### config.mk
export PLATFORM = sky130hd
export DESIGN_NAME = mem_arbiter
export DESIGN_NICKNAME = d
export VERILOG_FILES = /design/src/rtl/mem_arbiter.sv
export SDC_FILE = /design/constraint.sdc
export NUM_CORES = 1
export LEC_CHECK = 0
export CAP_MARGIN = 20
export CORE_UTILIZATION = 44
export CTS_BUF_LIST = sky130_fd_sc_hd__clkbuf_4 sky130_fd_sc_hd__clkbuf_8
export CTS_CLUSTER_DIAMETER = 120
export CTS_CLUSTER_SIZE = 16
export DETAILED_ROUTE_END_ITERATION = 10
export PLACE_DENSITY = 0.83
export SETUP_SLACK_MARGIN = 0.3
export SLEW_MARGIN = 30
export SYNTH_ARGS = -nofsm -noshare
export SYNTH_HDL_FRONTEND = slang
export SYNTH_SLANG_ARGS = --single-unit
### constraint.sdc
create_clock -name clk -period 5.1 [get_ports clk]
set_input_delay 1.53 -clock clk [delete_from_list [all_inputs] [get_ports clk]]
set_output_delay 1.53 -clock clk [all_outputs]
set_load 0.01 [all_outputs]
### src/rtl/mem_arbiter.sv
// Fixed-latency sequencer sharing one single-port memory between the
// instruction-fetch and data-memory requesters; data side wins ties.
//
// state   | meaning
// --------+-----------------------------------------------------------
// IDLE    | no access in flight, arbitrating dm_req over if_req
// BUSY_IF | fetch command issued, counting toward read latency
// BUSY_DM | data command issued, one cycle for writes, LATENCY for reads
// DONE_IF | if_ready pulse, requests ignored, back to IDLE
// DONE_DM | dm_ready pulse, requests ignored, back to IDLE
module mem_arbiter #(
  parameter int ADDR_W  = 10,
  parameter int LATENCY = 2
) (
  input  logic              clk,
  input  logic              rst,
  input  logic              if_req,
  input  logic [ADDR_W-1:0] if_addr,
  output logic [31:0]       if_rdata,
  output logic              if_ready,
  input  logic              dm_req,
  input  logic              dm_we,
  input  logic [3:0]        dm_be,
  input  logic [ADDR_W-1:0] dm_addr,
  input  logic [31:0]       dm_wdata,
  output logic [31:0]       dm_rdata,
  output logic              dm_ready,
  output logic              mem_en,
  output logic              mem_we,
  output logic [3:0]        mem_be,
  output logic [ADDR_W-1:0] mem_addr,
  output logic [31:0]       mem_wdata,
  input  logic [31:0]       mem_rdata,
  output logic              stall
);

  typedef enum logic [2:0] {IDLE, BUSY_IF, BUSY_DM, DONE_IF, DONE_DM} state_t;

  localparam logic [3:0] LAT_CNT = 4'(LATENCY);

  state_t            state_q, state_d;
  logic [3:0]        cnt_q, cnt_d;
  logic              mem_en_q, mem_en_d;
  logic              mem_we_q, mem_we_d;
  logic [3:0]        mem_be_q, mem_be_d;
  logic [ADDR_W-1:0] mem_addr_q, mem_addr_d;
  logic [31:0]       mem_wdata_q, mem_wdata_d;
  logic [31:0]       if_rdata_q, if_rdata_d;
  logic [31:0]       dm_rdata_q, dm_rdata_d;
  logic              if_ready_q, if_ready_d;
  logic              dm_ready_q, dm_ready_d;

  always_comb begin
    state_d     = state_q;
    cnt_d       = cnt_q;
    mem_en_d    = 1'b0;
    mem_we_d    = mem_we_q;
    mem_be_d    = mem_be_q;
    mem_addr_d  = mem_addr_q;
    mem_wdata_d = mem_wdata_q;
    if_rdata_d  = if_rdata_q;
    dm_rdata_d  = dm_rdata_q;
    if_ready_d  = 1'b0;
    dm_ready_d  = 1'b0;

    case (state_q)
      IDLE: begin
        cnt_d = 4'd0;
        if (dm_req) begin
          state_d     = BUSY_DM;
          cnt_d       = 4'd1;
          mem_en_d    = 1'b1;
          mem_addr_d  = dm_addr;
          mem_we_d    = dm_we;
          mem_be_d    = dm_we ? dm_be : 4'd0;
          mem_wdata_d = dm_we ? dm_wdata : 32'd0;
        end else if (if_req) begin
          state_d     = BUSY_IF;
          cnt_d       = 4'd1;
          mem_en_d    = 1'b1;
          mem_addr_d  = if_addr;
          mem_we_d    = 1'b0;
          mem_be_d    = 4'd0;
          mem_wdata_d = 32'd0;
        end
      end

      BUSY_IF: begin
        cnt_d = cnt_q + 4'd1;
        if (cnt_q == LAT_CNT) begin
          if_rdata_d = mem_rdata;
          if_ready_d = 1'b1;
          state_d    = DONE_IF;
          cnt_d      = 4'd0;
        end
      end

      BUSY_DM: begin
        cnt_d = cnt_q + 4'd1;
        // Writes retire after the strobe cycle and leave dm_rdata alone.
        if (mem_we_q) begin
          if (cnt_q == 4'd1) begin
            dm_ready_d = 1'b1;
            state_d    = DONE_DM;
            cnt_d      = 4'd0;
          end
        end else if (cnt_q == LAT_CNT) begin
          dm_rdata_d = mem_rdata;
          dm_ready_d = 1'b1;
          state_d    = DONE_DM;
          cnt_d      = 4'd0;
        end
      end

      DONE_IF, DONE_DM: begin
        state_d = IDLE;
        cnt_d   = 4'd0;
      end

      default: begin
        state_d = IDLE;
        cnt_d   = 4'd0;
      end
    endcase
  end

  always_ff @(posedge clk or posedge rst) begin
    if (rst) begin
      state_q     <= IDLE;
      cnt_q       <= 4'd0;
      mem_en_q    <= 1'b0;
      mem_we_q    <= 1'b0;
      mem_be_q    <= 4'd0;
      mem_addr_q  <= '0;
      mem_wdata_q <= 32'd0;
      if_rdata_q  <= 32'd0;
      dm_rdata_q  <= 32'd0;
      if_ready_q  <= 1'b0;
      dm_ready_q  <= 1'b0;
    end else begin
      state_q     <= state_d;
      cnt_q       <= cnt_d;
      mem_en_q    <= mem_en_d;
      mem_we_q    <= mem_we_d;
      mem_be_q    <= mem_be_d;
      mem_addr_q  <= mem_addr_d;
      mem_wdata_q <= mem_wdata_d;
      if_rdata_q  <= if_rdata_d;
      dm_rdata_q  <= dm_rdata_d;
      if_ready_q  <= if_ready_d;
      dm_ready_q  <= dm_ready_d;
    end
  end

  assign mem_en    = mem_en_q;
  assign mem_we    = mem_we_q;
  assign mem_be    = mem_be_q;
  assign mem_addr  = mem_addr_q;
  assign mem_wdata = mem_wdata_q;
  assign if_rdata  = if_rdata_q;
  assign dm_rdata  = dm_rdata_q;
  assign if_ready  = if_ready_q;
  assign dm_ready  = dm_ready_q;

  // Combinational so the pipeline freezes in the same cycle a request appears.
  assign stall = (if_req & ~if_ready_q) | (dm_req & ~dm_ready_q);

endmodule

==> impl_metrics.csv <==
group,metric,value,unit
logic_synthesis,postSynthAreaPerCell,16.1,µm²
setup_path,timing_worst_setup_path_type,"in -> out",
drt,viasPerCell,4.99,
clocking,cts_stage_hold_buffer_count,0,
final_layout,antenna_cells,0,
hold_path,timing.hold.worst_path_depth,1,
logic_synthesis,synth_nets,397,
clocking,cts.reportedPaths.clkPinSlew,0.07,ns
global_routing,number_of_global_route_vias_before_repair,3578,
pwr,combPwrFrac,0.442,
drt,via_count,3311,
setup_path,worst_path_largest_cell_delay,0.56,ns
clocking,cts_tree,"done",
sta,skew,0.0121,ns
clocking,cts-resized-gates,0,
logic_synthesis,netlist_area,0.00485,mm²
setup_path,worst-path-buf-inv,3,
clocking,clock_insertion_delay_worst_skew,0.42,ns
sta,report.final.setup_viol,0,
hold_path,timing.hold.worst_endpoint,"mem_wdata[16]",
global_routing,pin_count_of_the_biggest_net_entering_global_routing,77,
pwr,power_per_cell_area,636,mW/mm²
setup_path,crit_top_cell,"sky130_fd_sc_hd__clkdlybuf4s50_1",
clocking,post_cts.repair.setup_buffers,0,
setup_path,cpMaxStageDelayCell,"sky130_fd_sc_hd__clkdlybuf4s50_1",
setup_path,r2r_start,"cnt_q[0]",
run,drv_cap,0,
logic_synthesis,netlist-cell-type-count,31,
setup_path,worstPathCellList,"clkdlybuf4s50_1, inv_1, o22ai_1, clkdlybuf4s50_1",
global_routing,globalRoute.totalOverflow,0,
global_routing,global_route_wire_length_before_repair,18400,µm
status,status,"finished clean",
setup_path,required,3.57,ns
clocking,cts.htree.levels,4,
logic_synthesis,yosys.area.top_type,"sky130_fd_sc_hd__dfrtp_1",
floorplanning,num_rows,37,
drt,route.antenna.remaining_nets,0,
setup_path,timing.critical_path.to_type,"output pin",
sta,hold_violations,0,
setup_path,arrival,2.87,ns
logic_synthesis,ys_ff_latch,121,
pwr,power_report.internal_total,3.29,mW
clocking,cts_inserted_buffers,17,
pwr,switching_pwr,1.44,mW
setup_path,r2r_setup_slk,2.50,ns
logic_synthesis,synth_area_in_compound_gates,0.0811,
floorplanning,floorplan.die_area,0.0114,mm²
setup_path,setup.worst_path.start_class,"primary input",
hold_path,hold_path.startpoint,"mem_wdata[16]",
setup_path,worst_r2r_path_depth,6,
sta,fin_crit_sh,0.862,
sta,rsz0062_at_grt,"no",
sta,setup-tns-final,0,ns
setup_path,critical_path.max_fanout,3,
pwr,power_switching_share,0.304,
place,dp_hpwl,8060,µm
pwr,leak_pwr,3.35,nW
final_layout,nNetsFinal,610,
clocking,cts_root_buf,"sky130_fd_sc_hd__clkbuf_8",
drt,drt-pass1-iter-count,4,
drt,wirelength,11400,µm
setup_path,critical_path_depth,4,
global_routing,grt_usage,0.212,
logic_synthesis,area_share_of_the_largest_cell_type_after_synthesis,0.625,
sta,worst_pin_slew,0.666,ns
sta,fmax,0.227,GHz
final_layout,post_route_cells_drive_above_1_share,0.245,
logic_synthesis,netlist_instances,301,
drt,routedWlPerCell,17.2,µm
floorplanning,die-height,107,µm
pwr,ir_worst_vdd,0.386,mV
global_routing,number_of_antenna_violations_at_the_first_check_in_global_routing,0,
clocking,cts_sink_count,121,
place,portBuffers,207,
setup_path,capture_instance_of_the_worst_register_to_register_path,"if_rdata[25]",
pwr,sequentialPowerShare,0.366,
logic_synthesis,sequential_share_of_the_synthesized_area,0.625,
floorplanning,chipWidth,107,µm
floorplanning,top_level_ports,208,
logic_synthesis,ys_dominant_reg_cell,"sky130_fd_sc_hd__dfrtp_1",
drt,detail_route.iter0.violations,78,
setup_path,worst_path_dominant_cell_family,"buffers and inverters",
final_layout,area_growth_syn_to_layout,53.3,%
pwr,clock_power_share,0.192,
sta,timing.max_slew.rel_slack,0.554,
floorplanning,start_util,0.461,
floorplanning,floorplan.core_area,0.0105,mm²
logic_synthesis,largest_family_of_logic_cells_by_synthesized_area,"multiplexers",
clocking,max-clock-path-buffers,2,
logic_synthesis,ys.warnings.count,0,
logic_synthesis,synth.mux.area_fraction,0.226,
logic_synthesis,fraction_of_registers_with_async_set_or_reset_after_synthesis,1.00,
logic_synthesis,synth_edf_count,0,
place,gp_congestion,0.808,
drt,drt_drc_violations_left,0,
logic_synthesis,adder_cell_share_of_the_synthesized_area,0.00775,
logic_synthesis,yosys-top-cells-area,"sky130_fd_sc_hd__dfrtp_1, sky130_fd_sc_hd__mux2_4, sky130_fd_sc_hd__mux2_2, sky130_fd_sc_hd__a22o_1, sky130_fd_sc_hd__buf_12",
sta,min_period,4.40,ns
logic_synthesis,synth-simple-area-share,0.0191,
hold_path,worst_hold_path_type,"reg -> reg",
final_layout,final_core_utilization,0.707,
logic_synthesis,synth_xor_xnor_area_share,0.00361,
logic_synthesis,yosys-top-cells-count,"sky130_fd_sc_hd__dfrtp_1, sky130_fd_sc_hd__mux2_2, sky130_fd_sc_hd__mux2_4",
logic_synthesis,post-synth-top-count-cell,"sky130_fd_sc_hd__dfrtp_1",
sta,drv_slew,0,
-- layout make-up --
cell class              instances  area (µm²)
multi-input cells             153        1650
flip-flops and latches        121        3030
fillers                       752        3080
repair buffers                213        2120
inverters                       8        35.0
clock inverters                13         168
well taps                     136         170
clock buffers                  19         262
-- layout by cell type, fill, tap and decap left out, types with 5 or more instances in the layout --
master                              n
sky130_fd_sc_hd__a21oi_1            5
sky130_fd_sc_hd__clkbuf_8          19
sky130_fd_sc_hd__mux2_2            47
sky130_fd_sc_hd__a22o_1            36
sky130_fd_sc_hd__inv_1              7
sky130_fd_sc_hd__dfrtp_1          121
sky130_fd_sc_hd__clkdlybuf4s50_1  207
sky130_fd_sc_hd__buf_4              6
sky130_fd_sc_hd__mux2_4            37
-- registers in the layout, summed over array words and instances, names as in the netlist --
name       flops
cnt_q          4
dm_rdata      32
dm_ready       1
if_rdata      32
if_ready       1
mem_addr      10
mem_be         4
mem_en         1
mem_wdata     32
mem_we         1
state_q        3
-- kinds of logic after synthesis --
family,count (synthesis)
and+or+nand+nor,15
AOI/OAI and AO/OA,48
adders and majority gates,3
buffers and inverters,27
DFF,121
xor gates and xnor gates,2
muxes,85
-- power by group through the flow --
stage,clock network [mW],logic (mW),registers [mW]
5_1_grt,0.977,2.23,1.79
3_3_place_gp,0,2.07,1.72
3_5_place_dp,0,2.11,1.73
4_1_cts,0.930,2.12,1.73
2_1_floorplan,0,0.754,1.92
6_report,0.908,2.09,1.73
-- routing by layer --
layer  vias to the layer above  share of wire  routed length [µm]  GRT usage
li1                       1519              -                   -          -
met1                      1623           0.42                4830      0.274
met2                       152           0.48                5480      0.331
met3                        17          0.075                 853     0.0608
met4                         0          0.021                 240     0.0969
met5                         -              0                   0          0
-- metrics by stage --
| step | setup slack [ns] | hold WS, ns | instance area [µm²] | power (mW) | cells |
|---|---|---|---|---|---|
| CTS | 0.690 | 0.505 | 7430 | 4.78 | 663 |
| floorplan | 0.356 | 0.474 | 4850 | 2.67 | 301 |
| detailed placement | 0.695 | 0.486 | 7000 | 3.84 | 631 |
| finish | 0.702 | 0.499 | 7430 | 4.73 | 663 |
| global placement | 0.710 | 0.484 | 7000 | 3.79 | 631 |
| global route | 0.666 | 0.512 | 7430 | 4.99 | 663 |
-- how the worst max path moves through the flow --
stage	startpoint	to
floorplan	rst	cnt_q[0]
global placement	if_req	stall
detailed placement	if_req	stall
CTS	if_req	stall
global route	if_req	stall
finish	if_req	stall
Power figures use the tool's default switching activity.
